## src/rtl/scan_decoder_pkg.sv

```systemverilog
// scan_decoder_pkg: shared state encoding, mode constants and next-state helper.
`default_nettype none

package scan_decoder_pkg;

  typedef logic [1:0] state_t;

  localparam state_t IDLE   = 2'd0;
  localparam state_t DIRECT = 2'd1;
  localparam state_t SCAN   = 2'd2;

  localparam logic MODE_DIRECT = 1'b0;
  localparam logic MODE_SCAN   = 1'b1;

  function automatic state_t next_state(input logic en, input logic mode);
    if (!en)
      return IDLE;
    else if (mode == MODE_SCAN)
      return SCAN;
    else
      return DIRECT;
  endfunction

endpackage

`default_nettype wire

```

## src/rtl/onehot_dec.sv

```systemverilog
// onehot_dec: combinational SEL_W-to-2**SEL_W one-hot decoder with enable.
`default_nettype none

module onehot_dec #(
  parameter int SEL_W = 3,
  localparam int OUTS = 1 << SEL_W
) (
  input  logic             en,
  input  logic [SEL_W-1:0] sel,
  output logic [OUTS-1:0]  out
);

  always_comb begin
    out      = '0;
    out[sel] = en;
  end

endmodule

`default_nettype wire

```

## src/rtl/scan_decoder.sv

```systemverilog
// scan_decoder: registered one-hot decoder with direct (loaded) and
// auto-scan (programmable dwell) modes.
`default_nettype none

module scan_decoder
  import scan_decoder_pkg::*;
#(
  parameter int SEL_W = 3,
  parameter int DIV_W = 8,
  localparam int OUTS = 1 << SEL_W
) (
  input  logic             clk,
  input  logic             rst_n,
  input  logic             en,
  input  logic             mode,
  input  logic             load,
  input  logic [SEL_W-1:0] sel,
  input  logic [DIV_W-1:0] div,
  output logic [OUTS-1:0]  d,
  output logic [SEL_W-1:0] idx,
  output logic             wrap
);

  state_t           state;
  state_t           state_nxt;
  logic [DIV_W-1:0] cnt;
  logic [DIV_W-1:0] cnt_cur;
  logic [DIV_W-1:0] cnt_nxt;
  logic [SEL_W-1:0] idx_nxt;
  logic             wrap_nxt;
  logic [OUTS-1:0]  d_nxt;

  // Dwell always restarts from zero on entry into scan, whatever cnt holds.
  assign cnt_cur = (state == SCAN) ? cnt : '0;

  always_comb begin
    state_nxt = next_state(en, mode);
    cnt_nxt   = '0;
    idx_nxt   = idx;
    wrap_nxt  = 1'b0;
    case (state_nxt)
      SCAN: begin
        if (load) begin
          idx_nxt = sel;
        end else if (cnt_cur >= div) begin
          idx_nxt  = idx + SEL_W'(1);
          wrap_nxt = (idx == {SEL_W{1'b1}});
        end else begin
          cnt_nxt = cnt_cur + DIV_W'(1);
        end
      end
      default: begin
        if (load)
          idx_nxt = sel;
      end
    endcase
  end

  onehot_dec #(.SEL_W(SEL_W)) u_dec (
    .en  (en),
    .sel (idx_nxt),
    .out (d_nxt)
  );

  always_ff @(posedge clk or negedge rst_n) begin
    if (!rst_n) begin
      state <= IDLE;
      cnt   <= '0;
      idx   <= '0;
      wrap  <= 1'b0;
      d     <= '0;
    end else begin
      state <= state_nxt;
      cnt   <= cnt_nxt;
      idx   <= idx_nxt;
      wrap  <= wrap_nxt;
      d     <= d_nxt;
    end
  end

endmodule

`default_nettype wire

```

## config.mk

```make
export PLATFORM = sky130hd
export DESIGN_NAME = scan_decoder
export DESIGN_NICKNAME = d
export VERILOG_FILES = /design/src/rtl/scan_decoder_pkg.sv /design/src/rtl/onehot_dec.sv /design/src/rtl/scan_decoder.sv
export SDC_FILE = /design/constraint.sdc
export NUM_CORES = 1
export LEC_CHECK = 0
export ABC_AREA = 1
export CAP_MARGIN = 20
export CORE_MARGIN = 2
export CORE_UTILIZATION = 30
export DETAILED_ROUTE_END_ITERATION = 10
export PLACE_DENSITY_LB_ADDON = 0.05
export REMOVE_ABC_BUFFERS = 1
export SETUP_SLACK_MARGIN = 0.05
export SLEW_MARGIN = 10
export SYNTH_ARGS = -nofsm -noshare
export SYNTH_HDL_FRONTEND = slang
export SYNTH_SLANG_ARGS = --single-unit
export TNS_END_PERCENT = 30
```

## constraint.sdc

```tcl
create_clock -name clk -period 4.8 [get_ports clk]
set_input_delay 0.96 -clock clk [delete_from_list [all_inputs] [get_ports clk]]
set_output_delay 0.96 -clock clk [all_outputs]
set_load 0.02 [all_outputs]
```

; Yosys cells after proc, flatten, opt, wreduce, memory -nomap -nowiden
; Index checks and enable logic that the tools add are counted.
[totals]
regBits = 22
inputBits = 16
word_cells = 30
[op_classes]
addsub = 2
bitwise = 1
mux = 15
reduce_logical = 1
eq_ne = 3
magnitude_cmp = 3
[ops]
columns = operator, n
row1 = $mux 8, 4
row2 = $mux 3, 4
row3 = $add 8x1->8 const B, 1
row4 = $and 8x8->8, 1
row5 = $ge 8x8->1, 1
row6 = $eq 2x2->1 const B, 2
row7 = $lt 3x4->1 const B, 1
row8 = $mux 1, 4
row9 = $mux 2, 2
row10 = $add 3x1->3 const B, 1
row11 = $demux 1 s3, 1
row12 = $eq 3x3->1 const B, 1
row13 = $ge 3x1->1 const B, 1
row14 = $logic_and 1x1->1, 1

; Longest topological paths before layout
[logic_depth]
ltp_word = 11
mapped_depth = 17

; Hierarchy
; Synthesis repeated with hierarchy kept, for this count alone.
[hier_totals]
hier_cells = 167
hier_area_um2 = 1296.2
[modules_own_cells]
columns = module, cells_per_inst, area_per_inst_um2, n_inst
row1 = scan_decoder, 150, 1232.4, 1
row2 = onehot_dec, 17, 63.8, 1

; Worst setup path before layout
; OpenSTA, ideal clock, no wires.
[synth_timing]
path_kind = in2reg
start = input div[7]
end = register d[1]
slack_ps = 2605
arrival_time_ps = 2074
setup_time_ps = 121
stages = 11
required_time_ps = 4679
cell_sequence = inv_1 > ha_1 > a21o_1 > nor2_4 > nand3_4 > nand2_1 > nand3_1 > nand2_2 > inv_2 > nand2_1 > nor2_1
[synth_via]
elab_chain_len = 9
word_cells_on_any_way = 10
cone_classes = 3 x order compare / 5 x mux / 1 x bitwise / 1 x reduce/logical
[synth_rtl]
columns = item, line_no
row1 = start: declaration, scan_decoder.sv:18  ; input logic [DIV_W-1:0] div,
row2 = $ge 8x8->1 (*), scan_decoder.sv:45  ; end else if (cnt_cur >= div) begin
row3 = $mux 3 (*), scan_decoder.sv:45
row4 = $mux 3 (*), scan_decoder.sv:43  ; if (load) begin
row5 = $mux 3 (*), scan_decoder.sv:41  ; case (state_nxt)
row6 = via idx_nxt[2], scan_decoder.sv:29  ; logic [SEL_W-1:0] idx_nxt;
row7 = $lt 3x4->1 (not written as such) or $ge 3x1->1 (tied branches), onehot_dec.sv:15  ; out[sel] = en;
row8 = $logic_and 1x1->1 (not written as such), onehot_dec.sv:15
row9 = $mux 1 (not written as such), onehot_dec.sv:15
row10 = $demux 1 s3 (*), -
row11 = $and 8x8->8 (no source line) (*), -
row12 = via d_nxt[1], scan_decoder.sv:31  ; logic [OUTS-1:0] d_nxt;
row13 = end signal: assignment, scan_decoder.sv:77  ; d <= d_nxt;
row14 = end: declaration, scan_decoder.sv:19  ; output logic [OUTS-1:0] d,
; Mark *: on every way through the listed nets, which the timed path passes. The rest lies on a longest branch.

; Worst setup path after layout
[layout_timing]
start = input div[3]
end = register d[1]
; Same word-level chain as after synthesis.

==> results.txt <==
----------------------------------------------------
[Die]
  Die area ... between 4000 and 5000 sq um
  Starting density of the core ... 31.8%
  Floorplan row count ... 23
  Die W ... 69.6 um
  CORE AREA ... 4060 sq um
  Die outline height ... just under 70 um
  I/O pin count ... 28

[STA]
  Transition time at the pin with the least slew margin ... roughly 0.44 ns
  Max-slew violation count ... 0
  Final setup viols ... 0
  Final period demand of the worst path ... 2.52 ns
  Clock skew after layout ... 0.00494 ns
  Worst rel slew slack ... 70.7%
  Minimum hold slack ... slightly above 0.6 ns
  Crit path setup slack, layout ... between 2 and 2.5 ns
  Hold violation total from the final report ... 0
  Maximum frequency from static timing analysis ... between 300 and 400 MHz
  RSZ-0062 raised after global routing ... no
  Sum of negative setup slack ... 0 ns
  Share of the clock period used by the worst path after layout ... between 50% and 60%

[Logic synthesis]
  Number of enable-type register cells in the synthesized netlist ... 0
  Post-synthesis sequential element count ... 22
  Syn avg cell area ... between 8 and 9 sq um
  Total number of yosys warnings ... 0
  Yosys top cell by area ... dfrtp_1
  Post-synthesis async set-or-reset flop share ... 100%
  Sequential share of the synthesized area ... a little over two fifths
  Post-synthesis cell count ... between 150 and 200
  Most area-consuming cells after synthesis ... dfrtp_1 43%, ha_1 11%, inv_1 8.4%, nand2_1 7.6%, nor2_1 6.4%
  Most instantiated library cell after synthesis ... inv_1
  Number of distinct standard cells referenced by the synthesized netlist ... 24
  Top cell types by occurrence after synthesis ... 29 x inv_1, 26 x nand2_1, 22 x dfrtp_1, 22 x nor2_1, 11 x ha_1
  Primary FF master, synth ... dfrtp_1
  Top cell type's share of synthesized area ... 42.6%
  Mapped Area ... roughly 1300 sq um

[Layout]
  Share of cells above drive strength 1 ... between 10% and 20%
  Nets ... approximately 220
  Sequential cell area in the final layout ... 551 sq um
  Area occupied by multi-input gates ... about 610 sq um
  Filler Cell Count ... ~390
  Antenna diode count ... 0
  Area added between synthesis and finish ... 32.5%

[Placed design]
  Count of input and output buffers ... 27
  Setup slack at placement ... 1.96 ns
  Weighted congestion at the end of routability-driven global placement ... about 0.82
  Half-perimeter wire length after placement ... about 2.2 mm

[Detailed routing]
  Overall routed net length ... 2.67 mm
  DR WL/cell ... between 10 and 15 um
  Number of DRC markers after the initial detailed-route iteration ... 29
  Antenna Nets Post-Route ... 0
  First-pass DRT Iterations ... 5
  Drc violations ... 0
  Count of vias placed by the detailed router ... around 1100
  Detail-routed via count per cell ... ~4.4

[Clock network]
  Register clock-pin slew on the reported worst setup and hold paths ... about 0.080 ns
  CTS Root Cell ... clkbuf_8
  Buffers inserted during post-CTS setup optimization ... 0
  Maximum level of the CTS H-tree ... 1
  Total CTS buffers ... 3
  Max Buffers Root-to-Sink ... 2
  Post-CTS resize count ... 0
  TritonCTS clock tree ... done
  Clock insertion delay at the later pin of the skew report ... between 0.2 and 0.3 ns
  Clock Sink Count ... 22
  Hold buffers post-CTS ... 0

[Power]
  Internal Power ... 0.000339 W
  Part of the total power dissipated in the clock network ... about two fifths
  Static leakage power ... ~0.85 nW
  Switching part of the total power ... between 20% and 30%
  Part of the total power dissipated in sequential elements ... 44.2%
  Reported net switching power ... ~0.00011 W
  Pwr per Cell Area ... between 200 and 300 nW/um^2
  Maximum ir drop on the vdd rail ... 0.000128 V
  Relative contribution of combinational cells to total power ... between 15 and 20%

[Global route]
  GRT busiest layer ... met2
  Remaining global-route overflow ... 0
  M2 GR Usage ... between 20% and 30%
  GRT met1 Usage ... approximately 13%
  Largest net degree at the start of global routing ... 23
  Global-route wire length before repair ... roughly 4.5 mm
  Via count of the first global-routing pass ... 1046
  Grt met3 use ... approximately 1.9%
  Number of antenna violations at the first check in global routing ... 0
  Combined global-route utilization of all metal layers ... between 10% and 20%

[Critical path]
  Maximum net fanout on the critical path ... 6
  Kind of end point of the critical path ... register
  Data required time at the worst endpoint ... around 5 ns
  Nature of the critical path startpoint ... primary input
  Setup CP Type ... in -> reg
  Critical path data arrival time ... around 2.7 ns

[Job]
  Number of maximum-capacitance violations ... 0

[Worst hold path]
  Worst hold path class ... reg -> reg

[Status]
  Outcome ... completed

----------------------------------------------------
-- sequential cells by signal (all words and copies together) (netlist names) --
signal and flops:
idx 3, wrap 1, state 2, d 8, cnt 8
-- cell type report --
type | instances | area share (%)
clock inverter | 1 | 1.76
clock buffer | 3 | 2.41
inverter | 34 | 7.46
sequential | 22 | 32.2
timing repair buffer | 28 | 16.7
multi-input combinational | 101 | 35.8
tap | 50 | 3.66
-- routing by layer --
layer,routed length (um),vias up,share of wire [%]
li1,-,552,-
met2,1380,19,52
met1,1160,479,43
met5,0,-,0
met4,24,0,0.90
met3,106,2,4.0
-- logic make-up (layout without fill, tap and decap cells) --
| family | Yosys count | after routing | synth area share, % |
|---|---|---|---|
| simple gates | 76 | 76 | 29.7 |
| buf+inv | 34 | 66 | 9.88 |
| flops | 22 | 22 | 42.6 |
| fa+ha+maj | 11 | 11 | 10.7 |
| compound gates | 11 | 11 | 5.04 |
| xor+xnor | 3 | 3 | 2.04 |
-- worst max-delay path, cell delays in order --
cell and delay [ns]:
clkdlybuf4s50_1 0.46, inv_1 0.04, ha_1 0.30, nand2_1 0.09, inv_1 0.04, nand2_1 0.05
nand2_1 0.06, nand2_2 0.11, nand3_4 0.10, nand2_1 0.07, nand3_1 0.08, nand2_2 0.12
inv_2 0.04, nand2_1 0.09, nor2_1 0.05
-- through the flow --
stage	utilization (%)	total power (W)	instance area [sq um]	cells
after floorplan	-	0.000240	1290	157
after global placement	40.0	0.000278	1620	234
after detailed placement	40.0	0.000278	1620	234
after CTS	41.8	0.000451	1700	238
after global routing	42.2	0.000470	1710	239
final	42.2	0.000445	1710	239
-- worst paths after layout --
path / start / end / slack [ns] / cells after the start
setup / recovery: div[3] / d[1]$_DFF_PN0_ / 2.28 / 15
hold / removal: cnt[0]$_DFF_PN0_ / cnt[0]$_DFF_PN0_ / 0.61 / 3
setup reg to reg: state[0]$_DFF_PN0_ / d[1]$_DFF_PN0_ / 2.72 / 16
hold reg to reg: cnt[0]$_DFF_PN0_ / cnt[0]$_DFF_PN0_ / 0.61 / 3
max in group asynchronous: rst_n / cnt[5]$_DFF_PN0_ / 3.35 / 2
min in group asynchronous: rst_n / d[2]$_DFF_PN0_ / 1.00 / 1
-- power groups by stage --
stage	clock, W	combinational [W]	sequential (W)
final	0.000171	0.0000774	0.000197
after global routing	0.000185	0.0000866	0.000198
after CTS	0.000176	0.0000775	0.000197
after detailed placement	0	0.0000771	0.000201
after global placement	0	0.0000768	0.000201
after floorplan	0	0.0000316	0.000208
-- placed cells by master (no fill, tap or decap) --
master            n
inv_1            29
clkdlybuf4s50_1  27
nand2_1          26
nor2_1           22
dfrtp_1          22
ha_1             11
nand3_1           7
inv_2             5
nand2_2           5
nor2_4            4
a21oi_1           4
nand4_1           3
nor3_1            3
a31oi_1           3
clkbuf_8          3
o21ai_0           2
xor2_1            2
a21o_1            1
a21oi_2           1
nand3_4           1
nor2_2            1
nand3_2           1
nand3b_1          1
nor3b_1           1
xnor2_1           1
nor3_2            1
bufinv_16         1
buf_8             1
(Power assumes the default switching activity.)
